<file path="src/rtl/ipml_fifo_wr_arb_v1_0.sv">
`default_nettype none
// ============================================================================
// Module   : ipml_fifo_wr_arb_v1_0
// Brief    : Round-robin, burst-locked arbiter in front of a SYN prefetch FIFO
//            write port. Optional idle watchdog: IPML_WR_ARB_WATCHDOG_EN.
// Revision : 1.0 - initial release
// ============================================================================
module ipml_fifo_wr_arb_v1_0 #(
   parameter int N_REQ  = 4,
   parameter int DATA_W = 32,
   parameter int ID_W   = 2,
   parameter int TO_CYC = 255,
   parameter int TO_W   = 8
) (
   input  logic                      clk,
   input  logic                      rst,
   input  logic [N_REQ-1:0]          s_valid,
   input  logic [N_REQ*DATA_W-1:0]   s_data,
   input  logic [N_REQ-1:0]          s_last,
   output logic [N_REQ-1:0]          s_ready,
   output logic [DATA_W-1:0]         fifo_wr_data,
   output logic                      fifo_wr_en,
   input  logic                      fifo_wr_vld,
   output logic [ID_W-1:0]           grant_id,
   output logic                      busy,
   output logic                      timeout_err
);

   typedef enum logic [0:0] {
      S_IDLE = 1'b0,
      S_LOCK = 1'b1
   } state_t;

   state_t            r_state;
   state_t            w_state_nxt;
   logic [ID_W-1:0]   r_rr_ptr;
   logic [ID_W-1:0]   r_grant_id;
   logic [ID_W-1:0]   w_winner;
   logic              w_lock;
   logic              w_g_valid;
   logic              w_g_last;
   logic              w_timeout;

   generate
      if ((TO_CYC < 1) || (TO_CYC >= (1 << TO_W)) || ((1 << ID_W) < N_REQ)) begin : g_cfg_chk
         $error("ipml_fifo_wr_arb_v1_0: invalid TO_CYC/TO_W/ID_W for N_REQ");
      end
   endgenerate

   // First valid requester at or after ptr+1, wrapping modulo N_REQ.
   function automatic logic [ID_W-1:0] f_pick(input logic [N_REQ-1:0] v,
                                              input logic [ID_W-1:0]  ptr);
      int idx;
      f_pick = '0;
      for (int k = N_REQ; k >= 1; k--) begin
         idx = (int'(ptr) + k) % N_REQ;
         if (v[idx]) f_pick = ID_W'(idx);
      end
   endfunction

   always_comb begin
      w_lock       = (r_state == S_LOCK);
      w_winner     = f_pick(s_valid, r_rr_ptr);
      w_g_valid    = 1'b0;
      w_g_last     = 1'b0;
      fifo_wr_data = '0;
      for (int i = 0; i < N_REQ; i++) begin
         if (r_grant_id == ID_W'(i)) begin
            w_g_valid    = s_valid[i];
            w_g_last     = s_last[i];
            fifo_wr_data = s_data[i*DATA_W +: DATA_W];
         end
      end
      // Reset aborts a burst in the same cycle, so nothing is written then.
      s_ready    = '0;
      fifo_wr_en = 1'b0;
      if (w_lock && !rst) begin
         for (int i = 0; i < N_REQ; i++) begin
            if (r_grant_id == ID_W'(i)) s_ready[i] = fifo_wr_vld;
         end
         fifo_wr_en = w_g_valid & fifo_wr_vld;
      end
   end

   always_comb begin
      w_state_nxt = r_state;
      case (r_state)
         S_IDLE: if (|s_valid) w_state_nxt = S_LOCK;
         S_LOCK: if ((fifo_wr_en && w_g_last) || w_timeout) w_state_nxt = S_IDLE;
         default: w_state_nxt = S_IDLE;
      endcase
   end

   always_ff @(posedge clk) begin
      if (rst) begin
         r_state <= S_IDLE;
      end else begin
         r_state <= w_state_nxt;
      end
   end

   always_ff @(posedge clk) begin
      if (rst) begin
         r_rr_ptr   <= ID_W'(N_REQ - 1);
         r_grant_id <= '0;
      end else if ((r_state == S_IDLE) && (|s_valid)) begin
         r_rr_ptr   <= w_winner;
         r_grant_id <= w_winner;
      end
   end

`ifdef IPML_WR_ARB_WATCHDOG_EN
   logic [TO_W-1:0] r_wd_cnt;
   logic            r_timeout_err;

   // Only owner silence counts; a full FIFO with the owner valid is not idle.
   assign w_timeout = w_lock && !w_g_valid && (r_wd_cnt == TO_W'(TO_CYC - 1));

   always_ff @(posedge clk) begin
      if (rst) begin
         r_wd_cnt      <= '0;
         r_timeout_err <= 1'b0;
      end else begin
         r_timeout_err <= w_timeout;
         if (!w_lock || w_g_valid || w_timeout) begin
            r_wd_cnt <= '0;
         end else begin
            r_wd_cnt <= r_wd_cnt + TO_W'(1);
         end
      end
   end

   assign timeout_err = r_timeout_err;
`else
   assign w_timeout   = 1'b0;
   assign timeout_err = 1'b0;
`endif

   assign grant_id = r_grant_id;
   assign busy     = w_lock;

endmodule
`default_nettype wire

</file>
<file path="config.mk">
export PLATFORM = sky130hd
export DESIGN_NAME = ipml_fifo_wr_arb_v1_0
export DESIGN_NICKNAME = d
export VERILOG_FILES = /design/src/rtl/ipml_fifo_wr_arb_v1_0.sv
export SDC_FILE = /design/constraint.sdc
export NUM_CORES = 1
export LEC_CHECK = 0
export ABC_CLOCK_PERIOD_IN_PS = 1700
export CELL_PAD_IN_SITES_DETAIL_PLACEMENT = 1
export CELL_PAD_IN_SITES_GLOBAL_PLACEMENT = 2
export CORE_MARGIN = 4
export CORE_UTILIZATION = 11
export CTS_BUF_LIST = sky130_fd_sc_hd__clkbuf_2 sky130_fd_sc_hd__clkbuf_4 sky130_fd_sc_hd__clkbuf_8
export DETAILED_ROUTE_END_ITERATION = 10
export PLACE_DENSITY_LB_ADDON = 0.1
export REMOVE_ABC_BUFFERS = 1
export SYNTH_ARGS = -nofsm -noshare
export SYNTH_HDL_FRONTEND = slang
export SYNTH_SLANG_ARGS = --single-unit
</file>
<file path="constraint.sdc">
create_clock -name clk -period 1.7 [get_ports clk]
set_input_delay 0.34 -clock clk [delete_from_list [all_inputs] [get_ports clk]]
set_output_delay 0.34 -clock clk [all_outputs]
set_load 0.05 [all_outputs]
</file>
# Word level (Yosys, flattened, before mapping)

Index checks and enable logic that the tools add are counted.

Multiply operators: 0
Reduce and logical (&&, ||, !) cells: 10
Muxes and demuxes: 37
Eq/ne operators: 3
$lt $le $gt $ge: 4
Add/sub/neg operators: 4
Divide/modulo/power cells: 0
Shift operators: 0
Bitwise logic cells: 6

Operators with widths:

| cell                                                                         | count |
|---|---|
| 32-bit two-way mux                                                           | 4 |
| 1-bit two-way mux                                                            | 23 |
| 3-bit by 4-bit less-than comparator with 1-bit output, second input constant | 4 |
| 1-bit binary-select mux with 2-bit select                                    | 4 |
| 2-bit two-way mux                                                            | 4 |
| 2-bit OR reduction                                                           | 4 |
| 2-bit by 1-bit adder with 2-bit output, second input constant                | 2 |
| 2-bit adder, second input constant                                           | 2 |
| 1-bit AND, first input constant                                              | 4 |
| 2-bit == test, second input constant                                         | 2 |
| 4-bit two-way mux                                                            | 1 |
| 4-bit OR reduction                                                           | 1 |
| 1-bit logical AND                                                            | 3 |
| 2-bit by 1-bit == test with 1-bit output, second input constant              | 1 |
| 2-bit zero test                                                              | 1 |
| 1-bit case mux with 2 select lines                                           | 1 |
| 1-bit AND                                                                    | 1 |
| 1-bit zero test                                                              | 1 |
| 1-bit NOT                                                                    | 1 |

RAM bits: 0
Word-level logic and storage cells: 67
Memories kept: 0
Input bits: 139
Register bits after elaboration: 5
Latch bits: 0
Output and inout port bits: 41
Memory bits (read-only): 0

# Depth between registers and ports, before layout

Depth after elaboration: 10
Mapped depth: 4
Depth with buffers taken out: 4

# Least setup slack after synthesis

No wires, ideal clock.

Path type: register to output
Start point: register r_grant_id[0], in the netlist grant_id[0]
End point: output port s_ready[1]
Cell stages (with the launch flop): 4
Required time: 1.360 ns
Data arrival time: 2.265 ns
Path buffers: 2
Path slack: -0.905 ns
Cell sequence: dfxtp_1 > buf_6 > buf_6 > nor3b_1

Word-level cells in the longest chain between the ends: 3

RTL lines:

| element                                  | line | text |
|---|---|---|
| start: declaration                       | 37   | `logic [ID_W-1:0] r_grant_id;` |
| start signal: assignment                 | 108  | `r_grant_id <= w_winner;` |
| 2-bit by 1-bit == test with 1-bit output | 79   | `if (r_grant_id == ID_W'(i)) s_ready[i] = fifo_wr_vld;` |
| 1-bit two-way mux                        | 79   |  |
| 4-bit two-way mux                        | 77   | `if (w_lock && !rst) begin` |
| end: declaration                         | 20   | `output logic [N_REQ-1:0] s_ready,` |

Every way passes these cells.

# Worst setup path in the final report

Start point: register r_grant_id[0], in the netlist grant_id[0]
End point: output port fifo_wr_en

Word-level cells in the longest chain between the ends: 7
Elaborated cells between the ends (all ways): 10
Classes of those cells: 3 x eq/ne; 5 x mux; 1 x bitwise; 1 x reduce/logical

RTL lines:

| element                        | line | text |
|---|---|---|
| 2-bit zero test                | 68   | `if (r_grant_id == ID_W'(i)) begin` |
| 1-bit two-way mux (3 in a row) | 68   |  |
| 1-bit two-way mux (*)          | 68   |  |
| 1-bit AND (*)                  | 81   | `fifo_wr_en = w_g_valid & fifo_wr_vld;` |
| 1-bit two-way mux (*)          | 77   |  |
| end: declaration               | 22   | `output logic fifo_wr_en,` |

Mark *: on every way between the ends. The rest lies on a longest branch, timed or not.

==> impl_metrics.py <==
metrics = {
    "status": {
        "status": "finished with violations",
        "violations": "negative setup slack",
    },
    "sta": {
        "finalSetupViolations": 34,
        "drv_slew": 0,
        "finClkSkew_ns": 0.00336,
        "setup_ws_ns": -0.217,
        "post-route-period-util_pct": 113,
        "finalCriticalPeriod_ns": 1.92,
        "clock.fmax_mhz": 522,
        "hold_viol": 0,
        "rsz0062_at_grt": "true",
        "setup-tns-final_ns": -5.95,
        "fin_hold_ws_ns": 0.569,
    },
    "placement": {
        "dpl.cell_count": 404,
        "gp_congestion": 0.772,
        "numPortBuffers": 178,
        "placed_area_sq_um": 3230,
        "hpwl_um": 6990,
    },
    "yosys": {
        "postSynthCellCount": 86,
        "syn_avg_cell_area_sq_um": 13.7,
        "ys.flop_type": "dfxtp_1",
        "synth_top_area_share_pct": 55.5,
        "netlist_area_sq_um": 1180,
        "synth_common_cells": "29 x mux4_2, 6 x nor2_1, 5 x dfxtp_1, 5 x inv_1, 5 x mux4_1",
        "synth.distinct_cells": 26,
        "synth_seq_cells": 5,
        "synth-seq-area-share_pct": 8.51,
        "async_flop_share_pct": 0,
        "yosysMostFrequentCell": "mux4_2",
        "synth-edff-count": 0,
        "yosysTopAreaCell": "mux4_2",
        "ys_top_cells_by_area": "mux4_2 56%, mux4_1 11%, dfxtp_1 8.5%, buf_12 3.4%, buf_6 1.9%",
        "yosys_warnings": 0,
    },
    "grt": {
        "grt.overflow.total": 0,
        "grtUsageTotal_pct": 12.8,
        "grt_pass1_vias": 1830,
        "grt_pass1_wl_um": 12400,
        "antenna_found_initial": 2,
        "grt_max_degree": 29,
    },
    "power_and_ir_drop": {
        "ir_drop_v": 0.000274,
        "cellLeakagePower_nw": 1.34,
        "powerDensity_nw_per_um2": 621,
    },
    "detailed_routing": {
        "ant_nets": 0,
        "drc_errors": 0,
        "avgRoutedWirePerCell_um": 19.6,
        "via_count": 1675,
        "vias_per_cell": 4.01,
        "drtPass1Iterations": 4,
        "drtIter0Drc": 54,
        "wl_um": 8210,
    },
    "die": {
        "rows": 37,
        "core_sq_um": 10400,
        "die_w_um": 111,
        "die_h_um": 111,
        "ios": 180,
        "die-area_sq_um": 12400,
        "start_util_pct": 11.3,
    },
    "cells_and_area": {
        "syn_to_final_growth_pct": 206,
        "stdcell_count": 418,
        "fin_nets": 422,
        "utilization_pct": 34.7,
        "drive_above_1_share_pct": 40.1,
        "fin_area_sq_um": 3600,
        "diodes": 0,
    },
    "critical_path": {
        "critical_path_class": "reg -> out",
        "cp_cell_sequence": "buf_12 > mux4_2 > and2_4 > buf_8",
        "critPathArrivalTime_ns": 1.58,
        "critPathMaxStageDelay_ns": 0.52,
        "required_ns": 1.36,
        "worst-path-max-fanout": 4,
        "endpoint_kind": "output pin",
        "startpoint_type": "flip-flop",
        "cp_slowest_cell": "mux4_2",
        "reg2reg_slack_ns": -0.09,
    },
    "min_path": {
        "hold_path.class": "reg -> reg",
    },
    "flow_run": {
        "cap_violations": 0,
    },
    "cts": {
        "clock_path_buffers": 2,
        "clk_pin_slew_ns": 0.04,
        "cts_root_buffer": "clkbuf_8",
        "cts_tree": "done",
        "cts_hold_buf": 0,
        "clkLatencyLatePin_ns": 0.22,
        "cts_sinks": 5,
        "cts_made_buffers": 3,
        "ctsHtreeMaxLevel": 1,
    },
}
==> metal layers <==
metal | track usage [%] | wire [um]
met1 | 15.9 | 3240
met2 | 22.6 | 4210
met3 | 4.46 | 748
met4 | 0.487 | 0
met5 | 0 | 14
==> state kept, by name, indices dropped and copies added, names as in the netlist <==
name / cells
grant_id: 2
r_rr_ptr: 2
busy: 1
==> worst max-delay path, delay by kind of cell, from the launching register on <==
kind / cells / cell delay [ns]
simple gates: 1 / 0.16
flops: 1 / 0.40
mux: 1 / 0.52
buf+inv: 2 / 0.27
==> stage by stage <==
step	setup slack, ns	total power [mW]
floorplan	-1.78	1.03
global placement	-0.425	1.79
detailed placement	-0.452	1.79
CTS	-0.228	2.23
global route	-0.266	2.34
finish	-0.217	2.23
==> cells in the final DEF (no fill, tap or decap), types with 2 or more instances in the layout <==
cell and count:
clkdlybuf4s50_1 133, mux4_2 33, buf_6 24, buf_12 18
buf_4 12, buf_8 6, dlygate4sd2_1 5, nor2_1 4
inv_1 4, o21ai_0 3, clkbuf_8 3, nand2_1 2
nand2b_1 2, o22ai_1 2, a21oi_1 2, nor3_1 2
dfxtp_4 2, clkbuf_16 2, dfxtp_1 2
==> report_power, final <==
part           internal (mW)  switching, mW  leakage [nW]
Sequential             0.135         0.0302        0.0431
Clock                  0.177         0.0546        0.0262
Combinational          0.982          0.855          1.27
==> layout make-up <==
cell class	count	area, sq um
well taps	136	170
clock buffers	4	48.8
flip-flops and latches	5	109
repair buffers	201	2260
inverters	5	18.8
multi-input cells	67	986
fillers	1122	6770
==> worst paths after layout <==
check / from / to / cells past startpoint
worst min register to register: busy$_SDFF_PP0_ / busy$_SDFF_PP0_ / 2
worst max-delay path: grant_id[0]$_SDFFE_PP0P_ / fifo_wr_en / 4
worst min-delay path: busy$_SDFF_PP0_ / busy$_SDFF_PP0_ / 2
worst max register to register: grant_id[0]$_SDFFE_PP0P_ / busy$_SDFF_PP0_ / 8
==> logic make-up (layout without fill, tap and decap cells) <==
kind of cell / count (synthesis) / count (layout) / share of synthesized area [%]
multiplexers: 35 / 35 / 67.6
AND/OR/NAND/NOR: 20 / 20 / 8.62
buffers and inverters: 14 / 210 / 9.26
AO/OA/AOI/OAI: 11 / 11 / 5.75
flip-flops: 5 / 5 / 8.51
other: 1 / 1 / 0.319
==> timing repair <==
item / in CTS / in global routing
endpoints found under the setup margin: 37 / 35
endpoints found under the hold margin: 0 / 0
setup buffers: 5 / 2
pin swaps: 3 / 1
cloned: 2 / 2
gates resized for setup: 52 / 11
(Power assumes the default switching activity.)
